--- src/rtl/pwm_pkg.sv ---
// pwm_pkg: shared FSM encoding and duty/divider sizing for the PWM capture block.
package pwm_pkg;
    typedef enum logic [1:0] {
        IDLE = 2'd0,
        HIGH = 2'd1,
        LOW  = 2'd2
    } state_t;

    localparam int DUTY_W    = 8;
    localparam int DIV_ITERS = 8;
endpackage

--- src/rtl/pwm_duty_div.sv ---
// pwm_duty_div: sequential restoring divider, one quotient bit per cycle.
// The upper CNT_W bits of dividend must be below divisor so the quotient fits DUTY_W bits.
import pwm_pkg::*;

module pwm_duty_div #(
    parameter int CNT_W = 16
) (
    input  logic                    clk_in,
    input  logic                    rst,
    input  logic                    start,
    input  logic [CNT_W+DUTY_W-1:0] dividend,
    input  logic [CNT_W-1:0]        divisor,
    output logic                    busy,
    output logic                    done,
    output logic [DUTY_W-1:0]       quotient,
    output logic [CNT_W-1:0]        divisor_q
);
    localparam int ITER_W = $clog2(DIV_ITERS);

    logic [CNT_W-1:0]  rem;
    logic [DUTY_W-1:0] low;
    logic [ITER_W-1:0] iter;
    logic [CNT_W:0]    trial, diff;
    logic              ge;

    assign trial = {rem, low[DUTY_W-1]};
    assign diff  = trial - {1'b0, divisor_q};
    assign ge    = trial >= {1'b0, divisor_q};

    always_ff @(posedge clk_in or posedge rst) begin
        if (rst) begin
            rem       <= '0;
            low       <= '0;
            iter      <= '0;
            busy      <= 1'b0;
            done      <= 1'b0;
            quotient  <= '0;
            divisor_q <= '0;
        end else begin
            done <= 1'b0;
            if (start) begin
                rem       <= dividend[CNT_W+DUTY_W-1:DUTY_W];
                low       <= dividend[DUTY_W-1:0];
                divisor_q <= divisor;
                quotient  <= '0;
                iter      <= '0;
                busy      <= 1'b1;
            end else if (busy) begin
                // Remainder stays below the divisor, so CNT_W bits hold it after each step.
                rem      <= ge ? diff[CNT_W-1:0] : trial[CNT_W-1:0];
                low      <= {low[DUTY_W-2:0], 1'b0};
                quotient <= {quotient[DUTY_W-2:0], ge};
                iter     <= iter + 1'b1;
                if (iter == ITER_W'(DIV_ITERS - 1)) begin
                    busy <= 1'b0;
                    done <= 1'b1;
                end
            end
        end
    end
endmodule

--- src/rtl/pwm_capture.sv ---
// pwm_capture: measures period and duty of an asynchronous PWM input, reported over valid/ready.
// Define PWM_CAPTURE_FILTER_EN for a 3-sample majority glitch filter (adds one cycle of latency).
import pwm_pkg::*;

module pwm_capture #(
    parameter int CNT_W   = 16,
    parameter int TIMEOUT = 65535
) (
    input  logic              clk_in,
    input  logic              rst,
    input  logic              pwm_in,
    input  logic              ready,
    input  logic              overrun_clr,
    output logic              valid,
    output logic [DUTY_W-1:0] duty,
    output logic [CNT_W-1:0]  period,
    output logic              stuck,
    output logic              overrun
);
    logic sync1, sync2, lvl, lvl_d, rise, fall;

    always_ff @(posedge clk_in or posedge rst) begin
        if (rst) begin
            sync1 <= 1'b0;
            sync2 <= 1'b0;
            lvl_d <= 1'b0;
        end else begin
            sync1 <= pwm_in;
            sync2 <= sync1;
            lvl_d <= lvl;
        end
    end

`ifdef PWM_CAPTURE_FILTER_EN
    logic [1:0] hist;

    always_ff @(posedge clk_in or posedge rst) begin
        if (rst) hist <= '0;
        else     hist <= {hist[0], sync2};
    end

    // Any two of the last three samples decide the level, so a single-cycle pulse never gets through.
    assign lvl = (sync2 & hist[0]) | (sync2 & hist[1]) | (hist[0] & hist[1]);
`else
    assign lvl = sync2;
`endif

    assign rise = lvl & ~lvl_d;
    assign fall = ~lvl & lvl_d;

    state_t            state, state_nx;
    logic [CNT_W-1:0]  cnt, hi;
    logic              timeout, edge_evt, snap, stuck_evt, div_start;
    logic              div_busy, div_done;
    logic [DUTY_W-1:0] div_q;
    logic [CNT_W-1:0]  div_per;

    assign timeout = (cnt == CNT_W'(TIMEOUT));

    always_ff @(posedge clk_in or posedge rst) begin
        if (rst) state <= IDLE;
        else     state <= state_nx;
    end

    always_comb begin
        state_nx = state;
        case (state)
            IDLE:    if (rise) state_nx = HIGH;
            HIGH:    if (fall) state_nx = LOW;  else if (timeout) state_nx = IDLE;
            LOW:     if (rise) state_nx = HIGH; else if (timeout) state_nx = IDLE;
            default: state_nx = IDLE;
        endcase
    end

    always_comb begin
        edge_evt  = (state == HIGH) ? fall : rise;
        snap      = (state == LOW) && rise;
        stuck_evt = timeout && !edge_evt;
        div_start = snap && !div_busy && !div_done;
    end

    // A timeout restarts the count at 1 so a static line reports exactly every TIMEOUT cycles.
    always_ff @(posedge clk_in or posedge rst) begin
        if (rst) begin
            cnt <= '0;
            hi  <= '0;
        end else if (edge_evt && state == HIGH) begin
            hi  <= cnt;
            cnt <= cnt + 1'b1;
        end else if (edge_evt || stuck_evt) begin
            cnt <= CNT_W'(1);
        end else begin
            cnt <= cnt + 1'b1;
        end
    end

    pwm_duty_div #(.CNT_W(CNT_W)) u_div (
        .clk_in    (clk_in),
        .rst       (rst),
        .start     (div_start),
        .dividend  ({hi, {DUTY_W{1'b0}}}),
        .divisor   (cnt),
        .busy      (div_busy),
        .done      (div_done),
        .quotient  (div_q),
        .divisor_q (div_per)
    );

    logic hold, new_res, drop;

    assign hold    = valid && !ready;
    assign new_res = div_done || stuck_evt;
    assign drop    = (new_res && hold) || (snap && (div_busy || div_done)) || (div_done && stuck_evt);

    always_ff @(posedge clk_in or posedge rst) begin
        if (rst) begin
            valid   <= 1'b0;
            duty    <= '0;
            period  <= '0;
            stuck   <= 1'b0;
            overrun <= 1'b0;
        end else begin
            overrun <= (overrun && !overrun_clr) || drop;
            if (new_res && !hold) begin
                valid <= 1'b1;
                if (div_done) begin
                    duty   <= div_q;
                    period <= div_per;
                    stuck  <= 1'b0;
                end else begin
                    duty   <= {DUTY_W{lvl}};
                    period <= '0;
                    stuck  <= 1'b1;
                end
            end else if (valid && ready) begin
                valid <= 1'b0;
            end
        end
    end
endmodule

--- config.mk ---
export PLATFORM = sky130hd
export DESIGN_NAME = pwm_capture
export DESIGN_NICKNAME = d
export VERILOG_FILES = /design/src/rtl/pwm_pkg.sv /design/src/rtl/pwm_duty_div.sv /design/src/rtl/pwm_capture.sv
export SDC_FILE = /design/constraint.sdc
export NUM_CORES = 1
export LEC_CHECK = 0
export BUFFER_PORTS_ARGS = -buffer_cell sky130_fd_sc_hd__clkbuf_2
export CAP_MARGIN = 20
export CORE_MARGIN = 1
export CORE_UTILIZATION = 35
export CTS_CLUSTER_DIAMETER = 30
export DETAILED_ROUTE_END_ITERATION = 12
export HOLD_SLACK_MARGIN = 0.1
export PLACE_DENSITY = 0.55
export SETUP_SLACK_MARGIN = 0.5
export SYNTH_ARGS = -nofsm -noshare
export SYNTH_HDL_FRONTEND = slang
export SYNTH_SLANG_ARGS = --single-unit
--- constraint.sdc ---
create_clock -name clk_in -period 4.2 [get_ports clk_in]
set_input_delay 0.42 -clock clk_in [delete_from_list [all_inputs] [get_ports clk_in]]
set_output_delay 0.42 -clock clk_in [all_outputs]
set_load 0.05 [all_outputs]
# Word-level counts from Yosys, hierarchy flattened

Index checks and enable logic that the tools add are counted.

Memories kept: 0
Input bits: 5
Bits in latches: 0
Output and inout bits: 27
Flip-flop bits (word level): 117
Bits in read-only memories: 0
Bits in writable memories: 0
Word-level logic and storage cells: 86

$lt $le $gt $ge: 1
Mux-type cells: 28
Shifts and indexed selects: 0
Eq/ne operators: 5
Bitwise logic cells: 4
Reductions and logical operators: 27
Divide/modulo/power cells: 0
$add $sub $neg: 3
$mul: 0

Operators with widths:

| operator                                            | count |
|---|---|
| 2-to-1 mux 16 bit                                   | 6 |
| 2-to-1 mux 8 bit                                    | 5 |
| >= comparator 17 x 16 -> 1 bit                      | 1 |
| adder 16 x 1 -> 16 bit, second input constant       | 1 |
| equality test 16 bit, second input constant         | 1 |
| subtractor 16 bit                                   | 1 |
| logical AND 1 bit                                   | 12 |
| 2-to-1 mux 1 bit                                    | 10 |
| 2-to-1 mux 2 bit                                    | 4 |
| logical NOT 1 bit                                   | 6 |
| logical OR 1 bit                                    | 6 |
| 2-to-1 mux 3 bit                                    | 2 |
| case mux 2 bit (3 select lines)                     | 1 |
| nonzero test 2 bit                                  | 2 |
| adder 3 x 1 -> 3 bit, second input constant         | 1 |
| equality test 3 bit, second input constant          | 1 |
| AND 1 bit                                           | 2 |
| equality test 2 x 1 -> 1 bit, second input constant | 1 |
| equality test 2 bit, second input constant          | 1 |
| logical NOT 2 bit                                   | 1 |
| inequality test 2 bit, second input constant        | 1 |
| inverter 1 bit                                      | 2 |

# Logic depth before layout (Yosys ltp)

Depth in word-level cells: 10
Gate-level depth with buffers: 11
Depth with buffers taken out: 9

# By module

From an unflattened synthesis, not the netlist that was laid out.

Cell total of the unflattened synthesis: 594
Area, all modules: 6,015.8 µm²

Modules (own cells, without submodules):

| module       | instances | sequential area each (µm²) | area an instance (µm²) | cells each |
|---|---|---|---|---|
| pwm_duty_div | 1         | 1,326.3                    | 3,320.7                | 369 |
| pwm_capture  | 1         | 1,601.5                    | 2,695.1                | 225 |

# Least setup slack after synthesis

OpenSTA, ideal clock, no wires.

Kind: register -> register
From: register u_div.divisor_q[1]
To: register u_div.rem[1]
Data required time: 4.074 ns
Stages on the path, launching flop included: 11
Setup slack: 1.911 ns
Buffers on the path: 1
Arrival time: 2.163 ns
Library setup time: 0.126 ns
Clock period less this slack: 2.289 ns
Cells stage by stage: dfrtp_1 > inv_1 > ha_1 > nor2b_1 > o2111ai_1 > a31oi_1 > o31ai_2 > and2_1 > buf_6 > o21ai_2 > a221o_1

Word-level cells in the longest chain between the ends: 4
Elaborated cells on any way between the ends: 5
Those cells by class: 1 x add/sub; 1 x order compare; 3 x mux

RTL lines:

| element                                                             | line                                   | text |
|---|---|---|
| from (decl)                                                         | pwm_duty_div.sv:16                     | `output logic [CNT_W-1:0] divisor_q` |
| from (signal assigned)                                              | pwm_duty_div.sv:44                     | `divisor_q <= divisor;` |
| subtractor 16 bit or >= comparator 17 x 16 -> 1 bit (tied branches) | pwm_duty_div.sv:27, pwm_duty_div.sv:28 |  |
| 2-to-1 mux 16 bit (*)                                               | pwm_duty_div.sv:50                     | `rem <= ge ? diff[CNT_W-1:0] : trial[CNT_W-1:0];` |
| 2-to-1 mux 16 bit (*)                                               | pwm_duty_div.sv:48                     | `end else if (busy) begin` |
| 2-to-1 mux 16 bit (*)                                               | pwm_duty_div.sv:41                     | `if (start) begin` |
| to (signal assigned)                                                | pwm_duty_div.sv:42                     | `rem <= dividend[CNT_W+DUTY_W-1:DUTY_W];` |
| to (signal assigned)                                                | pwm_duty_div.sv:50                     |  |
| to (decl)                                                           | pwm_duty_div.sv:20                     | `logic [CNT_W-1:0] rem;` |

Every way passes the cells marked *; elsewhere a longest branch is shown, timed or not. The select of a mux whose other input is x is not followed.
A chain may end at the register's enable or synchronous reset.

# Final worst setup path

From: register lvl_d
To: register u_div.rem[15]

Word-level cells in the longest chain between the ends: 6
Elaborated cells on any way between the ends: 7
Those cells by class: 1 x mux; 2 x bitwise; 4 x reduce/logical

RTL lines:

| element                                                 | line              | text |
|---|---|---|
| from (decl)                                             | pwm_capture.sv:20 | `logic sync1, sync2, lvl, lvl_d, rise, fall;` |
| from (signal assigned)                                  | pwm_capture.sv:30 | `lvl_d <= lvl;` |
| inverter 1 bit (*)                                      | pwm_capture.sv:48 | `assign rise = lvl & ~lvl_d;` |
| AND 1 bit (*)                                           | pwm_capture.sv:48 |  |
| logical AND 1 bit (*)                                   | pwm_capture.sv:77 | `snap = (state == LOW) && rise;` |
| logical AND 1 bit (*) (2 in a row)                      | pwm_capture.sv:79 | `div_start = snap && !div_busy && !div_done;` |
| 2-to-1 mux 16 bit or nonzero test 2 bit (tied branches) | n/a               |  |

Every way passes the cells marked *; elsewhere a longest branch is shown, timed or not.

==> impl_results.md <==
- Outcome: completed
- Clock network latency to the later pin of the worst-skew pair: 0.35 ns
- Per-cell routed wire length: 16.3 um
- Residual DRC count: 0
- Critical Path Max Stage Delay: 0.55 ns
- CTS Sinks: 109
- Final Setup Violations: 0
- Dominant combinational cell family by area after synthesis: compound AO/OA/AOI/OAI gates
- Reg2Reg Capture Point: u_div.rem[15]
- Kind of critical path: reg -> reg
- Power density over the cells: 705 mW/mm^2
- Share of the synthesized area in the top cell type: 50.1%
- Library cell contributing the largest single delay on the critical path: sky130_fd_sc_hd__nand2_1
- Setup TNS Final: 0 ns
- RePlAce Congestion: 0.797
- Worst flop-to-flop path startpoint: lvl_d
- Post-Route Hold Slack: 0.178 ns
- Combined global-route utilization of all metal layers: 16.4%
- Filler Cell Count: 1501
- Total Routed Length: 12400 um
- Worst setup path startpoint: lvl_d
- Number of H-tree levels: 3
- Cell at the root of the clock tree: sky130_fd_sc_hd__clkbuf_16
- Max-cap check violation count: 0
- Die Width: 127 um
- Die extent in y: 127 um
- Fin crit period: 2.74 ns
- Warning count from the yosys run: 0
- Port buffer count: 31
- Vias per std cell: 5.28
- CP endpoint kind: flip-flop
- Fmax: 365 MHz
- Share of cells above drive strength 1: 14.2%
- Share of the clock period used by the worst path: 65.2%
- List of cells traversed by the critical path: nand2b_1, nor3b_1, and2b_1, nand2_1, and3_1, a21oi_1, o31ai_2
- Buffers plus inverters on the worst setup path: 0
- Slew Limit Fails: 0
- Portion of netlist area occupied by mux cells: 4.78%
- Nature of the critical path startpoint: flip-flop
- Initial standard-cell utilization of the core: 35.8%
- Cell count after synthesis: 548
- Net count, final: 592
- Required time worst endpoint: 4.40 ns
- Largest net degree at the start of global routing: 48
- Max-slew headroom: 27.5%
- Commonest cells post-synth: sky130_fd_sc_hd__dfrtp_1, sky130_fd_sc_hd__nand2_1, sky130_fd_sc_hd__o21ai_0
- Layout overhead on the synthesized area: 11.3%
- Leading post-synthesis cells by cell area: sky130_fd_sc_hd__dfrtp_1, sky130_fd_sc_hd__nand2_1, sky130_fd_sc_hd__ha_1
- Synth Area per Inst: 9.94 sq um
- I/O pin count: 32
- Actual transition at the worst max-transition pin: 1.09 ns
- TritonCTS clock tree: yes
- Post-synthesis compound-gate area fraction: 16.8%
- Basic-gate share of the synthesized area counting and, or, nand and nor cells: 16.0%
- Flop2flop setup slack: 1.46 ns
- Clock Path Buffers: 2
- Adder and majority gate portion of the synthesized area: 4.73%
- Crit path max fanout: 26
- Via count of the first global-routing pass: 3956
- Area leader, netlist: sky130_fd_sc_hd__dfrtp_1
- Cell depth of the worst flop-to-flop path: 7
- Async set-or-reset flop fraction in the synthesized netlist: 100%
- Resize count post-CTS: 0
- Sequential area share after synthesis: 50.1%
- Worst Clk Skew: 0.00653 ns
- Final Hold Violating Endpoints: 0
- Wire length of the first global-routing pass: 20800 um
- Critical Path Stages: 7
- Via total after detailed routing: 4015
- Core Footprint: 0.0152 sq mm
- Hold crit path type: in -> reg
- Prevailing post-synth register cell: sky130_fd_sc_hd__dfrtp_1
- Clock-pin slew of the registers on the worst-case setup and hold paths: 0.07 ns
- Final HPWL from detailed placement: 8920 um
- Number of buffers created by CTS: 9
- Number of antenna violations at the first check in global routing: 0
- Die Area: 0.0161 sq mm
- Row cnt: 45
- Number of storage elements in the synthesis netlist: 109
- Number of design-rule violations left by the first detailed-router iteration: 234
- ANT nets after route: 0
- Total inserted antenna cells: 0
- Total nets after synthesis: 573
- VDD IR max: 0.389 mV
- Number of distinct library cells after synthesis: 57
- Top-count cell post-synth: sky130_fd_sc_hd__dfrtp_1
- Overflow left after global routing: 0
- Critical path capture point: u_div.rem[15]
- Post-synthesis xor/xnor area fraction: 3.38%
- Cell area after technology mapping: 0.00545 sq mm
- Unrepaired setup endpoints after global routing: no
- First-pass DRT Iterations: 4
- Dominant delay contributor by cell family on the critical path: simple AND/OR/NAND/NOR gates
- Pleak: 0.00279 uW
- CP arrival: 2.93 ns
- Worst min-delay path startpoint: pwm_in
- EDFF count, synth: 0
worst register-to-register path: stages, from the launching register on:
cell,delay (ns)
sky130_fd_sc_hd__dfrtp_1,0.37
sky130_fd_sc_hd__nand2b_1,0.18
sky130_fd_sc_hd__nor3b_1,0.43
sky130_fd_sc_hd__and2b_1,0.27
sky130_fd_sc_hd__nand2_1,0.55
sky130_fd_sc_hd__and3_1,0.47
sky130_fd_sc_hd__a21oi_1,0.21
sky130_fd_sc_hd__o31ai_2,0.11
metrics by stage:
| step | area (sq um) | std cells | total power, uW | util (%) | setup WS, ns |
|---|---|---|---|---|---|
| floorplan | 5450 | 548 | 3000 | - | 0.906 |
| global placement | 5730 | 743 | 3340 | 37.7 | 1.56 |
| detailed placement | 5730 | 743 | 3390 | 37.7 | 1.47 |
| CTS | 6060 | 760 | 4300 | 39.9 | 1.46 |
| global route | 6060 | 760 | 4590 | 39.9 | 1.26 |
| finish | 6060 | 760 | 4270 | 39.9 | 1.46 |
sequential cells by signal, summed over array words and instances (netlist names), 2 cells and up:
register         flops
duty                 8
cnt                 16
u_div.iter           3
u_div.rem           16
u_div.divisor_q     16
period              16
u_div.quotient       8
hi                  16
state                2
placed cells by master, fill, tap and decap left out, types with 6 or more instances in the layout:
master,synthesis,final
sky130_fd_sc_hd__o21ai_0,46,46
sky130_fd_sc_hd__clkbuf_16,0,9
sky130_fd_sc_hd__nor2b_1,9,9
sky130_fd_sc_hd__xnor2_1,11,11
sky130_fd_sc_hd__nand4_1,9,9
sky130_fd_sc_hd__a21o_1,7,7
sky130_fd_sc_hd__nand3_1,19,19
sky130_fd_sc_hd__o21ai_1,9,9
sky130_fd_sc_hd__a22o_1,15,15
sky130_fd_sc_hd__and2_1,6,6
sky130_fd_sc_hd__nor2_1,29,29
sky130_fd_sc_hd__ha_1,19,19
sky130_fd_sc_hd__mux2i_1,8,8
sky130_fd_sc_hd__nand2_1,67,67
sky130_fd_sc_hd__a21oi_1,34,34
sky130_fd_sc_hd__xor2_1,10,10
sky130_fd_sc_hd__clkbuf_2,1,31
sky130_fd_sc_hd__dfrtp_1,109,109
sky130_fd_sc_hd__and3_1,14,14
sky130_fd_sc_hd__mux2_2,16,16
sky130_fd_sc_hd__inv_1,25,24
how the worst min path moves through the flow:
stage | endpoint | slack [ns] | cells after the start
4_1_cts | sync1 | 0.17 | 1
2_1_floorplan | lvl | 0.33 | 0
5_1_grt | sync1 | 0.17 | 1
3_3_place_gp | lvl | 0.36 | 0
6_report | sync1 | 0.18 | 1
3_5_place_dp | lvl | 0.34 | 0
layer usage:
layer	global-route usage (%)	part of all wire (%)	vias up
li1	-	-	1961
met1	21.4	47	1976
met2	27.9	49	65
met3	3.16	2.7	13
met4	4.62	1.6	0
met5	0	0	-
power breakdown:
part	internal, uW	switching, uW	leakage (uW)
clock network	523	375	0.000153
registers	1300	209	0.00143
logic	738	1130	0.00121
total	2560	1720	0.00279
layout make-up:
| cell class | instances | area (sq um) | area share, % |
|---|---|---|---|
| Sequential cell | 109 | 2730 | 45.0 |
| Timing Repair Buffer | 36 | 195 | 3.22 |
| Multi-Input combinational cell | 386 | 2490 | 41.1 |
| Clock buffer | 10 | 229 | 3.78 |
| Clock inverter | 6 | 86.3 | 1.43 |
| Inverter | 25 | 96.3 | 1.59 |
| Tap cell | 188 | 235 | 3.88 |
cell families (layout without fill, tap and decap cells):
group	Yosys count	in the layout
muxes	24	24
buffers and inverters	53	77
xor gates and xnor gates	21	21
DFF	109	109
and+or+nand+nor	177	177
AOI/OAI and AO/OA	144	144
adders and majority gates	20	20
what timing repair did:
item,in CTS,in global routing
setup buffers,0,0
hold buffers,1,0
endpoints found under the hold margin,31,0
(Power assumes the default switching activity.)
